`src/rtl/vga_timing_pkg.sv`:
```
// vga_timing_pkg: 640x480@60 timing constants and lock state encoding,
// shared by the VGA output stage and the receive-side sync decoder.
package vga_timing_pkg;

  localparam int VGA_H_ACTIVE = 640;
  localparam int VGA_H_FRONT  = 16;
  localparam int VGA_H_SYNC   = 96;
  localparam int VGA_H_BACK   = 48;
  localparam int VGA_V_ACTIVE = 480;
  localparam int VGA_V_FRONT  = 10;
  localparam int VGA_V_SYNC   = 2;
  localparam int VGA_V_BACK   = 33;

  localparam int VGA_H_TOTAL =
    VGA_H_ACTIVE + VGA_H_FRONT + VGA_H_SYNC + VGA_H_BACK;
  localparam int VGA_V_TOTAL =
    VGA_V_ACTIVE + VGA_V_FRONT + VGA_V_SYNC + VGA_V_BACK;

  localparam logic VGA_SYNC_ACTIVE = 1'b0;
  localparam int   VGA_LOCK_FRAMES = 2;

  typedef enum logic [1:0] {
    SEARCH = 2'd0,
    CHECK  = 2'd1,
    LOCKED = 2'd2
  } lock_state_t;

endpackage

```
`src/rtl/vga_sync_edge.sv`:
```
// vga_sync_edge: registers one sync input (2 stages), flags its assertion
// edge and runs the axis counter. Ports: clock, reset_n, sync_raw,
// advance (count enable), assert_edge, count (stage-2 sample), pos (stage-1).
module vga_sync_edge #(
  parameter int   W      = 11,
  parameter logic ACTIVE = 1'b0
) (
  input  logic         clock,
  input  logic         reset_n,
  input  logic         sync_raw,
  input  logic         advance,
  output logic         assert_edge,
  output logic [W-1:0] count,
  output logic [W-1:0] pos
);

  localparam logic [W-1:0] MAX = '1;

  logic s1;
  logic s2;

  assign assert_edge = (s1 == ACTIVE) && (s2 != ACTIVE);

  // pos is the position of the sample now in stage 1; count trails it by
  // one sample, so at an edge count still holds the last position of the
  // previous line/frame.
  always_comb begin
    pos = count;
    if (assert_edge)
      pos = '0;
    else if (advance && (count != MAX))
      pos = count + 1'b1;
  end

  always_ff @(posedge clock or negedge reset_n) begin
    if (!reset_n) begin
      s1    <= ~ACTIVE;
      s2    <= ~ACTIVE;
      count <= '0;
    end else begin
      s1    <= sync_raw;
      s2    <= s1;
      count <= pos;
    end
  end

endmodule

```
`src/rtl/vga_sync_decoder.sv`:
```
// vga_sync_decoder: recovers pixel coordinates from VGA sync/RGB, checks
// line/frame timing, tracks lock and presents decoded pixels 2 clocks late.
// Ports: clock, reset_n, vga_hsync, vga_vsync, R/G/B in; pixel_valid,
// x_pos, y_pos, pix_R/G/B, frame_start, locked, timing_error out.
// Optional VGA_SYNC_DECODER_CHECKSUM_EN adds frame_checksum/checksum_valid.
module vga_sync_decoder
  import vga_timing_pkg::*;
#(
  parameter int   H_ACTIVE    = VGA_H_ACTIVE,
  parameter int   H_FRONT     = VGA_H_FRONT,
  parameter int   H_SYNC      = VGA_H_SYNC,
  parameter int   H_BACK      = VGA_H_BACK,
  parameter int   V_ACTIVE    = VGA_V_ACTIVE,
  parameter int   V_FRONT     = VGA_V_FRONT,
  parameter int   V_SYNC      = VGA_V_SYNC,
  parameter int   V_BACK      = VGA_V_BACK,
  parameter logic SYNC_ACTIVE = VGA_SYNC_ACTIVE,
  parameter int   LOCK_FRAMES = VGA_LOCK_FRAMES
) (
  input  logic        clock,
  input  logic        reset_n,
  input  logic        vga_hsync,
  input  logic        vga_vsync,
  input  logic [7:0]  R,
  input  logic [7:0]  G,
  input  logic [7:0]  B,
  output logic        pixel_valid,
  output logic [9:0]  x_pos,
  output logic [9:0]  y_pos,
  output logic [7:0]  pix_R,
  output logic [7:0]  pix_G,
  output logic [7:0]  pix_B,
  output logic        frame_start,
  output logic        locked,
  output logic        timing_error
`ifdef VGA_SYNC_DECODER_CHECKSUM_EN
  ,
  output logic [31:0] frame_checksum,
  output logic        checksum_valid
`endif
);

  localparam int H_TOTAL = H_ACTIVE + H_FRONT + H_SYNC + H_BACK;
  localparam int V_TOTAL = V_ACTIVE + V_FRONT + V_SYNC + V_BACK;

  localparam logic [10:0] H_LAST  = 11'(H_TOTAL - 1);
  localparam logic [10:0] H_START = 11'(H_SYNC + H_BACK);
  localparam logic [10:0] H_END   = 11'(H_SYNC + H_BACK + H_ACTIVE - 1);
  localparam logic [9:0]  V_LAST  = 10'(V_TOTAL - 1);
  localparam logic [9:0]  V_START = 10'(V_SYNC + V_BACK);
  localparam logic [9:0]  V_END   = 10'(V_SYNC + V_BACK + V_ACTIVE - 1);
  localparam logic [7:0]  LOCK_LAST = 8'(LOCK_FRAMES - 1);

  logic        h_edge;
  logic        v_edge;
  logic [10:0] hcount;
  logic [10:0] hpos;
  logic [9:0]  vcount;
  logic [9:0]  vpos;
  logic [23:0] rgb;

  lock_state_t state;
  logic [7:0]  good_frames;
  logic        h_seen;
  logic        v_seen;

  logic        line_err;
  logic        frame_err;
  logic        err;
  logic        in_win;
  logic        show;
  logic        origin;
  logic [9:0]  x_next;
  logic [9:0]  y_next;

  vga_sync_edge #(
    .W      (11),
    .ACTIVE (SYNC_ACTIVE)
  ) u_h (
    .clock       (clock),
    .reset_n     (reset_n),
    .sync_raw    (vga_hsync),
    .advance     (1'b1),
    .assert_edge (h_edge),
    .count       (hcount),
    .pos         (hpos)
  );

  // Lines are counted on hsync edges; a vsync edge on the same sample
  // wins and restarts the frame at line 0.
  vga_sync_edge #(
    .W      (10),
    .ACTIVE (SYNC_ACTIVE)
  ) u_v (
    .clock       (clock),
    .reset_n     (reset_n),
    .sync_raw    (vga_vsync),
    .advance     (h_edge),
    .assert_edge (v_edge),
    .count       (vcount),
    .pos         (vpos)
  );

  always_ff @(posedge clock or negedge reset_n) begin
    if (!reset_n)
      rgb <= '0;
    else
      rgb <= {R, G, B};
  end

  // At an edge the counter still holds the last index of the previous
  // line/frame, so a correct length shows up as TOTAL-1.
  assign line_err  = h_edge && h_seen && (hcount != H_LAST);
  assign frame_err = v_edge && v_seen && (vcount != V_LAST);
  assign err       = line_err || frame_err;

  assign in_win = (hpos >= H_START) && (hpos <= H_END)
               && (vpos >= V_START) && (vpos <= V_END);

  // An error sample already counts as unlocked so pixel_valid drops
  // together with locked.
  assign show   = (state == LOCKED) && !err && in_win;
  assign x_next = 10'(hpos - H_START);
  assign y_next = vpos - V_START;
  assign origin = (x_next == '0) && (y_next == '0);

  always_ff @(posedge clock or negedge reset_n) begin
    if (!reset_n) begin
      state        <= SEARCH;
      good_frames  <= '0;
      locked       <= 1'b0;
      timing_error <= 1'b0;
      h_seen       <= 1'b0;
      v_seen       <= 1'b0;
    end else begin
      timing_error <= err;
      if (h_edge)
        h_seen <= 1'b1;
      if (v_edge)
        v_seen <= 1'b1;
      unique case (1'b1)
        (state == SEARCH): begin
          if (v_edge) begin
            state       <= CHECK;
            good_frames <= '0;
          end
        end
        (state == CHECK): begin
          if (err) begin
            good_frames <= '0;
          end else if (v_edge) begin
            if (good_frames == LOCK_LAST) begin
              state       <= LOCKED;
              locked      <= 1'b1;
              good_frames <= '0;
            end else begin
              good_frames <= good_frames + 8'd1;
            end
          end
        end
        (state == LOCKED): begin
          if (err) begin
            state  <= SEARCH;
            locked <= 1'b0;
          end
        end
        default: begin
          state       <= SEARCH;
          locked      <= 1'b0;
          good_frames <= '0;
        end
      endcase
    end
  end

  always_ff @(posedge clock or negedge reset_n) begin
    if (!reset_n) begin
      pixel_valid <= 1'b0;
      frame_start <= 1'b0;
      x_pos       <= '0;
      y_pos       <= '0;
      pix_R       <= '0;
      pix_G       <= '0;
      pix_B       <= '0;
    end else begin
      pixel_valid <= show;
      frame_start <= show && origin;
      if (show) begin
        x_pos <= x_next;
        y_pos <= y_next;
        pix_R <= rgb[23:16];
        pix_G <= rgb[15:8];
        pix_B <= rgb[7:0];
      end
    end
  end

`ifdef VGA_SYNC_DECODER_CHECKSUM_EN
  logic [31:0] acc;

  // The frame sum is published at the vsync edge that closes a frame
  // which was fully decoded under lock.
  always_ff @(posedge clock or negedge reset_n) begin
    if (!reset_n) begin
      acc            <= '0;
      frame_checksum <= '0;
      checksum_valid <= 1'b0;
    end else begin
      checksum_valid <= 1'b0;
      if (show) begin
        if (origin)
          acc <= {8'd0, rgb};
        else
          acc <= acc + {8'd0, rgb};
      end
      if (v_edge && (state == LOCKED)) begin
        frame_checksum <= acc;
        checksum_valid <= 1'b1;
      end
    end
  end
`endif

endmodule

```
`config.mk`:
```
export PLATFORM = sky130hd
export DESIGN_NAME = vga_sync_decoder
export DESIGN_NICKNAME = d
export VERILOG_FILES = /design/src/rtl/vga_timing_pkg.sv /design/src/rtl/vga_sync_edge.sv /design/src/rtl/vga_sync_decoder.sv
export SDC_FILE = /design/constraint.sdc
export NUM_CORES = 1
export LEC_CHECK = 0
export ABC_AREA = 1
export CORE_MARGIN = 3
export CORE_UTILIZATION = 54
export DETAILED_ROUTE_END_ITERATION = 8
export GPL_TIMING_DRIVEN = 0
export PLACE_DENSITY_LB_ADDON = 0.08
export SLEW_MARGIN = 10
export SYNTH_ARGS = -nofsm -noshare
export SYNTH_HDL_FRONTEND = slang
export SYNTH_SLANG_ARGS = --single-unit
```
`constraint.sdc`:
```
create_clock -name clock -period 2.9 [get_ports clock]
set_clock_uncertainty 0.05 [all_clocks]
set_input_delay 0.435 -clock clock [delete_from_list [all_inputs] [get_ports clock]]
set_output_delay 0.435 -clock clock [all_outputs]
set_load 0.02 [all_outputs]
```
==> results of run 1 <==
## sequential cells by signal (all words and copies together) (netlist names)
signal        count
pix_R             8
v_seen            1
pixel_valid       1
state             2
u_h.count        11
timing_error      1
u_v.s2            1
y_pos            10
u_v.s1            1
h_seen            1
good_frames       8
pix_G             8
u_v.count        10
pix_B             8
x_pos            10
u_h.s2            1
rgb              24
locked            1
frame_start       1
u_h.s1            1
## cell type report
type	count	share of cell area
clock buffer	10	0.0206
sequential	109	0.411
timing repair buffer	95	0.143
multi-input combinational	422	0.329
tap	129	0.0242
inverter	73	0.0415
clock inverter	6	0.00939
buffer	15	0.0208
## cell families (layout without fill, tap and decap cells)
group | after synthesis | count (layout) | synth area share
DFF | 109 | 109 | 0.530
adders and majority gates | 11 | 11 | 0.0267
AOI/OAI and AO/OA | 35 | 35 | 0.0391
buffers and inverters | 88 | 199 | 0.0767
and+or+nand+nor | 370 | 371 | 0.319
xor gates and xnor gates | 5 | 5 | 0.00850
## final timing paths
path / start / to / slack (ps) / depth (start not counted)
max in group asynchronous: reset_n / u_v.s1 / 1600 / 3
hold reg to reg: u_v.s1 / u_v.s2 / 340 / 0
min in group asynchronous: reset_n / u_v.count[8] / 530 / 2
setup / recovery: u_v.count[0] / x_pos[7] / 120 / 19
hold / removal: u_v.s1 / u_v.s2 / 340 / 0
setup reg to reg: u_v.count[0] / x_pos[7] / 120 / 19
## layout by cell type (no fill, tap or decap), types with 3 or more instances in the layout
cell type / count
nor2_1: 33
buf_6: 5
dfstp_2: 4
clkbuf_8: 10
ha_4: 3
inv_2: 5
dfrtp_1: 101
nand2_1: 191
nand3_1: 84
xor2_1: 3
ha_1: 8
inv_1: 66
clkdlybuf4s50_1: 74
nand3_4: 4
dfrtp_2: 4
nand3b_1: 8
nor3_1: 8
nand2_2: 11
nor2_2: 8
buf_4: 24
nor2_4: 7
a21oi_1: 10
nand4_1: 11
o21ai_0: 16
## metal layers
layer	GRT usage	vias to the layer above
met3	0.0455	7
met5	0	-
li1	-	2185
met4	0.0513	0
met2	0.379	138
met1	0.326	2071
## power by group through the flow
stage / Combinational [W] / Sequential [W] / Clock [W]
2_1_floorplan: 0.000310 / 0.00169 / 0
4_1_cts: 0.000505 / 0.00167 / 0.000948
6_report: 0.000563 / 0.00168 / 0.000920
3_3_place_gp: 0.000468 / 0.00170 / 0
3_5_place_dp: 0.000485 / 0.00170 / 0
5_1_grt: 0.000640 / 0.00169 / 0.00101
## per-stage QoR
stage | util | std cells | setup TNS, ps
6_report | 0.721 | 859 | 0
3_5_place_dp | 0.660 | 823 | -11740
4_1_cts | 0.692 | 844 | 0
5_1_grt | 0.721 | 859 | -1770
3_3_place_gp | 0.656 | 822 | -294920
2_1_floorplan | - | 618 | 0
## what timing repair did
| action | CTS | global route |
|---|---|---|
| endpoints found under the setup margin | 46 | 47 |
| hold buffers | 1 | 0 |
| pin swaps | 2 | 7 |
| resized for setup | 17 | 34 |
| gates cloned | 0 | 2 |
| buffers inserted | 4 | 13 |
| endpoints found under the hold margin | 50 | 0 |
==> run summary, run 1 <==
Final Power = 0.00316 W
DRT antenna net count = 0
Die Footprint = 0.0108 mm2
pwr dens = 474 mW/mm2
fraction of registers with async set/reset = 1.00
top-area cell type share of the netlist area = 0.510
FP Rows = 35
Comb power frac = 0.178
final instance area = 0.00667 mm2
Hold Crit Class = flop to flop
metal3 WL = 627 um
Initial DRC Count = 286
clock sinks = 109
Die Ht = 104 um
Num CTS Buffers = 9
first-pass GRT wire length = 20,600 um
Leak = 3.34 nW
post-synth top area cell = dfrtp_1
sequential cell area = 0.00274 mm2
Boundary Pins = 76
switching share of power = 0.309
PortBufs = 75
Placeable Area = 0.00924 mm2
pre-CTS setup slack = -291 ps
Main synth FF type = dfrtp_1
Seq/Total Area, Yosys = 0.530
max-cap viol count = 0
Post-Syn Area = 0.00515 mm2
Syn. warnings = 0
H-tree levels = 3
Yosys cell types = 31
final estimated routing congestion in global placement = 0.916
Remaining Overflow, GRT = 0
# DRC = 0
Post-Syn Nets = 657
WP buf/inv = 2
Pint = 0.00218 W
VDD IR-drop max = 260 uV
startpoint type of the worst setup path = flop
DIE WIDTH = 104 um
met2 WL = 5970 um
Pre-antenna DRT Iters = 7
final setup violation count = 0
vias in the first global route = 4,248
Syn Inst Count = 618
WL per Instance = 14.2 um
initial antenna violation count = 0
Final Hold Vio Count = 0
Crit path largest cell delay = 420 ps
required time of the critical path = 3160 ps
fin nets = 764
slew margin rel. = 0.658
routed length on met1 = 5510 um
pin count of the biggest net entering global routing = 58
RSZ-0062 raised after global routing = yes
fmax = 360 MHz
Routed WL = 12,200 um
Final period util = 0.958
status = complete, no violations
CTS clk-pin slew, worst paths = 110 ps
Post-DP HPWL = 8470 um
Crit path arrival time = 3040 ps
critical setup path kind = flop to flop
post-route setup slack = 123 ps
Reg power frac = 0.531
Placed Area = 0.00609 mm2
crit-path max FO = 10
area taken by multi-input logic gates = 0.00220 mm2
top post-synthesis cells by count = nand2_1 (202), dfrtp_1 (105), nand3_1 (86)
routed vias/inst = 5.12
switching power = 0.000977 W
Critical-path top delay cell = dfrtp_2
clk buf depth = 2
number of fill cells = 723
n_diodes = 0
Clock Latency Late Sink = 370 ps
Total GRT Usage = 0.233
CP endpoint kind = flop
total number of vias = 4,401
area delta synth->final = 29.3%
Post-synth EDFFs = 0
family with the most delay on the worst path = simple AND/OR/NAND/NOR gates
Starting Density = 0.558
root buffer cell = clkbuf_8
count leader, synth = nand2_1
CTS tree = done
cells taking the most area after synthesis = dfrtp_1 (51%), nand2_1 (15%), nand3_1 (8.4%), inv_1 (4.9%), nor2_1 (2.8%)
uppermost layer routed = met4
Worst Max-Slew Pin Slew = 513 ps
mean post-synth cell area = 8.34 um2
clock network power share = 0.291
Slew Limit Fails = 0
layout cells sized above 1 = 0.147
Min Clock Period, post-route = 2780 ps
CP Cell Sequence = ha_4 > nand3_4 > nor2_4 > nand2_2 > buf_6 > nand3_4 > nand2_2 > nor2_4 > ha_4 > nand3b_1 > nand3_1 > nor2_1 > nand2_1 > nand2_2 > nand3_4 > nor2_8 > buf_4 > nand3_1 > nand2_1
Seq cells post-synth = 109
worst hold slack = 343 ps
No activity file was read; power rests on OpenSTA's default activity.
==> run 2: changes to the inputs <==
CORE_UTILIZATION = 58   (was 54)
clock period = 3.5 ns   (was 2.9 ns; I/O delays follow)
==> run 2 against run 1 <==
Global-route usage grew 1.7 points. Sequential share of layout area grew 2.5 points. Combinational power shrank 28%. Core utilization grew 2.3 points. Setup slack gained 200 ps. Via count shrank 2.3%. Worst hold slack lost 320 ps. Register-to-register slack gained 200 ps. Cell count shrank 5.1%. Sequential power shrank 18%. Die area shrank 6.5%. Count of clock-buffer cells in the layout shrank 1.
==> run summary, run 2 (synthesized netlist as in run 1, its figures left out) <==
Placed Cells = 799
routed vias/inst = 5.28
Starting Density = 0.612
final instance area = 0.00627 mm2
Critical-path top delay cell = dfrtp_1
pre-CTS setup slack = 380 ps
DIE WIDTH = 100 um
final setup violation count = 0
Num CTS Buffers = 9
Pre-antenna DRT Iters = 5
worst hold slack = 23.7 ps
crit-path max FO = 10
Hold Crit Class = primary input to asynchronous set/reset pin
CTS tree = done
max FFs per register = 24
required time of the critical path = 3770 ps
n_diodes = 0
root buffer cell = clkbuf_8
H-tree levels = 3
post-CTS setup buffer count = 0
critical setup path kind = flop to flop
Min Clock Period, post-route = 3170 ps
Final Hold Vio Count = 0
PortBufs = 75
clk buf depth = 2
commonest non-fill, non-tap cell in the layout = nand2_1
Final period util = 0.907
FP Rows = 33
Die Footprint = 0.0101 mm2
pin count of the biggest net entering global routing = 60
PostCTS Resize Cnt = 0
post-route setup slack = 326 ps
vias in the first global route = 4,204
status = complete, no violations
CP dominant cell by count = nand2_1
max-cap viol count = 0
area taken by multi-input logic gates = 0.00203 mm2
VDD IR-drop max = 232 uV
Routed WL = 11,700 um
clock sinks = 109
most frequent cells in the layout = nand2_1 (202), dfrtp_1 (105), nand3_1 (86)
initial antenna violation count = 0
Leak = 3.22 nW
Worst R2R Setup Slack = 330 ps
WL per Instance = 14.4 um
pwr dens = 410 mW/mm2
fmax = 315 MHz
slew margin rel. = 0.658
Remaining Overflow, GRT = 0
Total GRT Usage = 0.249
Die Ht = 100 um
Largest regs = rgb (24), u_h.count (11)
# DRC = 0
Clock Latency Late Sink = 380 ps
layout cells sized above 1 = 0.0817
Crit path arrival time = 3450 ps
final estimated routing congestion in global placement = 0.943
Post-DP HPWL = 8680 um
Boundary Pins = 76
sequential cell area = 0.00273 mm2
Slew Limit Fails = 0
Placed Area = 0.00606 mm2
DRT antenna net count = 0
Placeable Area = 0.00842 mm2
RSZ-0062 raised after global routing = no
hold buffers post-CTS = 0
CP Cell Sequence = ha_1 > nand3_2 > nor2_1 > nand2_1 > buf_4 > nand3_1 > nand2_1 > nor2_1 > ha_1 > nand3b_1 > nand3_1 > nor2_1 > nand2_1 > nand2_1 > nand3_2 > nor2_8 > buf_4 > nand3_1 > nand2_1
area delta synth->final = 21.7%
CTS clk-pin slew, worst paths = 100 ps
CP endpoint kind = flop
fin nets = 744
Layout Cells excl Fill = 815
first-pass GRT wire length = 20,000 um
total number of vias = 4,301
Initial DRC Count = 261
startpoint type of the worst setup path = flop
Crit path largest cell delay = 460 ps
number of fill cells = 627
Reg with most FFs = rgb
Worst Max-Slew Pin Slew = 513 ps
run 2: changes by cell type in the layout (fill, tap and decap cells not counted), moves of 3 or more:
cell     change
buf_4       -15
nand2_1     +11
nand2_2     -11
nor2_4       -7
nor2_1       +6
dfrtp_1      +4
dfrtp_2      -4
nand3_4      -4
ha_1         +3
ha_4         -3
run 2: layout make-up:
type / count / area share
Sequential cell: 109 / 0.436
Multi-Input combinational cell: 421 / 0.323
Timing Repair Buffer: 76 / 0.124
Inverter: 73 / 0.0439
Tap cell: 105 / 0.0210
Clock buffer: 9 / 0.0198
Buffer: 15 / 0.0192
Clock inverter: 7 / 0.0130
run 2: final timing paths:
kind                              start              to  cells after the start
min in group clock               u_v.s1          u_v.s2                      0
min                             reset_n  good_frames[4]                      1
max reg2reg                u_v.count[0]        x_pos[7]                     19
max in group asynchronous       reset_n          u_v.s1                      2
min reg2reg                      u_v.s1          u_v.s2                      0
max                        u_v.count[0]        x_pos[7]                     19
run 2: through the flow:
stage          utilization  power [W]  setup TNS, ps
2_1_floorplan            -    0.00166              0
3_3_place_gp         0.717    0.00179        -227060
3_5_place_dp         0.720    0.00181              0
4_1_cts              0.744    0.00259              0
5_1_grt              0.744    0.00271              0
6_report             0.744    0.00257              0
run 2: power by group:
| group | total, W | internal (W) | switching (W) |
|---|---|---|---|
| registers | 0.00138 | 0.00133 | 0.0000569 |
| logic | 0.000403 | 0.000148 | 0.000255 |
| clock network | 0.000784 | 0.000342 | 0.000441 |
run 2: metal layers:
| metal | wire length, um | track usage |
|---|---|---|
| met1 | 5230 | 0.341 |
| met2 | 5700 | 0.400 |
| met4 | 106 | 0.0632 |
| met3 | 703 | 0.0639 |
| met5 | 0 | 0 |
run 2: critical path, delay by kind of cell (launching register included):
kind          cells  cell delay [ps]
simple gates     15             1750
flops             1              460
fa+ha+maj         2              430
buf+inv           2              430
==> patch, RTL diff (flow settings as in run 2) <==
Add a define of `VGA_SYNC_DECODER_CHECKSUM_EN`.
--- a/src/rtl/vga_sync_decoder.sv
+++ b/src/rtl/vga_sync_decoder.sv
@@ -5,2 +5,4 @@
 // Optional VGA_SYNC_DECODER_CHECKSUM_EN adds frame_checksum/checksum_valid.
+`define VGA_SYNC_DECODER_CHECKSUM_EN
+
 module vga_sync_decoder
Function (old outputs only; new: checksum_valid and frame_checksum): kept (Yosys induction, for registers that start in step).
==> patch against run 2 <==
Routed wire length up 96%. Design area up 79%. Area after synthesis up 77%. Setup slack worse by 110 ps. Die area up 72%. Total power up 82%. Final cell count up 83%. Sequential cell count up 65. Critical path type unchanged. Largest cell class unchanged. Largest power group unchanged.
==> patch: results (changes against run 2) <==
Placer Congestion 0.925 (-1.9%); gr usage total 0.271 (+0.0214); run status finished clean; first-pass GRT wire length 38200 µm (+91%); Avg Vias per Cell 5.47 (+3.7%); WL final 23000 µm (+96%); register area share after synthesis 0.477 (-0.0533); measured slew at the worst slew-check pin 623 ps (+109 ps); # placed instances 1459 (+83%); TritonCTS Buffers 17 (+8); Synth cell types 43 (+39%); Sw Pwr 1.21 mW (+61%); Total Nets Final 1336 (+80%); port bufs 108 (+44%); Skew-Pair Late Insertion Delay 430 ps (+50 ps); hpwl dp 16700 µm (+92%); CTS clock-pin slew for the worst setup and hold paths 60 ps (-40 ps); Final Non-Filler Cells 1495 (+83%); root buf cell clkbuf_16; initial drt markers 739 (+180%); router iterations before antenna repair 5 (unchanged); most area-consuming cells after synthesis dfrtp_1 (47%), nand2_1 (16%), nand3_1 (5.6%), ha_1 (4.8%), inv_1 (3.9%); Post-synth top cells nand2_1 (379), dfrtp_1 (170), nand3_1 (102); Leak 5.64 nW (+75%); Mapped Nets 1203 (+83%); H-tree Lvls 4 (+1); layout cell share with drive strength beyond 1 0.0981 (+0.0164); WP data arrival 3550 ps (+100 ps); Max VDD drop 0.381 mV (+64%); largest net degree at the start of global routing 93 (+55%); post-synthesis area per instance 8.02 µm² (-3.8%); max incr delay on CP 430 ps (-30 ps)
==> patch: power groups by stage <==
stage | combinational [mW] | sequential, mW | clock (mW)
after floorplan | 0.351 | 2.18 | 0
after global placement | 0.527 | 2.19 | 0
after detailed placement | 0.542 | 2.19 | 0
after CTS | 0.545 | 2.15 | 2.00
after global routing | 0.637 | 2.16 | 2.08
final | 0.553 | 2.15 | 1.98
==> patch: metal layers <==
layer,vias up,global-route usage,routed length [µm]
met5,-,0,0
met2,268,0.412,10400
met4,0,0.0817,397
li1,3967,-,-
met1,3918,0.400,10800
met3,32,0.0463,1360
==> patch: path summary, 6_finish.rpt <==
| path | start | to | slack [ps] |
|---|---|---|---|
| max in group asynchronous | reset_n | acc[12]$_DFFE_PN0P_ | 2540 |
| max | u_v.count[1]$_DFF_PN0_ | acc[24]$_DFFE_PN0P_ | 220 |
| min reg2reg | u_h.s1$_DFF_PN1_ | u_h.s2$_DFF_PN1_ | 320 |
| max reg2reg | u_v.count[1]$_DFF_PN0_ | acc[24]$_DFFE_PN0P_ | 220 |
| min | reset_n | u_h.count[5]$_DFF_PN0_ | 20 |
| min in group clock | u_h.s1$_DFF_PN1_ | u_h.s2$_DFF_PN1_ | 320 |
==> patch: cells by family (layout without fill, tap and decap cells) <==
| logic type | count (synthesis) | after routing | synth area share |
|---|---|---|---|
| DFF | 174 | 174 | 0.477 |
| xor gates and xnor gates | 28 | 28 | 0.0268 |
| AOI/OAI and AO/OA | 124 | 124 | 0.0764 |
| buffers and inverters | 141 | 286 | 0.0650 |
| and+or+nand+nor | 636 | 636 | 0.305 |
| adders and majority gates | 36 | 36 | 0.0501 |
==> patch: repair_timing <==
action / in CTS / in global routing
buffers inserted: 0 / 5
resized for setup: 0 / 16
setup endpoints to repair: 0 / 86
==> patch: area by class of cell <==
class                           count  area (µm²)
Sequential cell                   174        4360
Inverter                          107         402
Multi-Input combinational cell    824        4220
Tap cell                          211         264
Buffer                             34         198
Timing Repair Buffer              114        1150
Fill cell                        1209        4100
Clock buffer                       22         484
Clock inverter                      9         134
==> patch: per-stage QoR <==
| stage | hold WS [ps] | setup WS, ps |
|---|---|---|
| 5_1_grt | 51.2 | -9.01 |
| 3_5_place_dp | 309 | 37.8 |
| 6_report | 19.3 | 218 |
| 2_1_floorplan | 179 | 681 |
| 3_3_place_gp | 304 | -5160 |
| 4_1_cts | 41.9 | 1.66 |
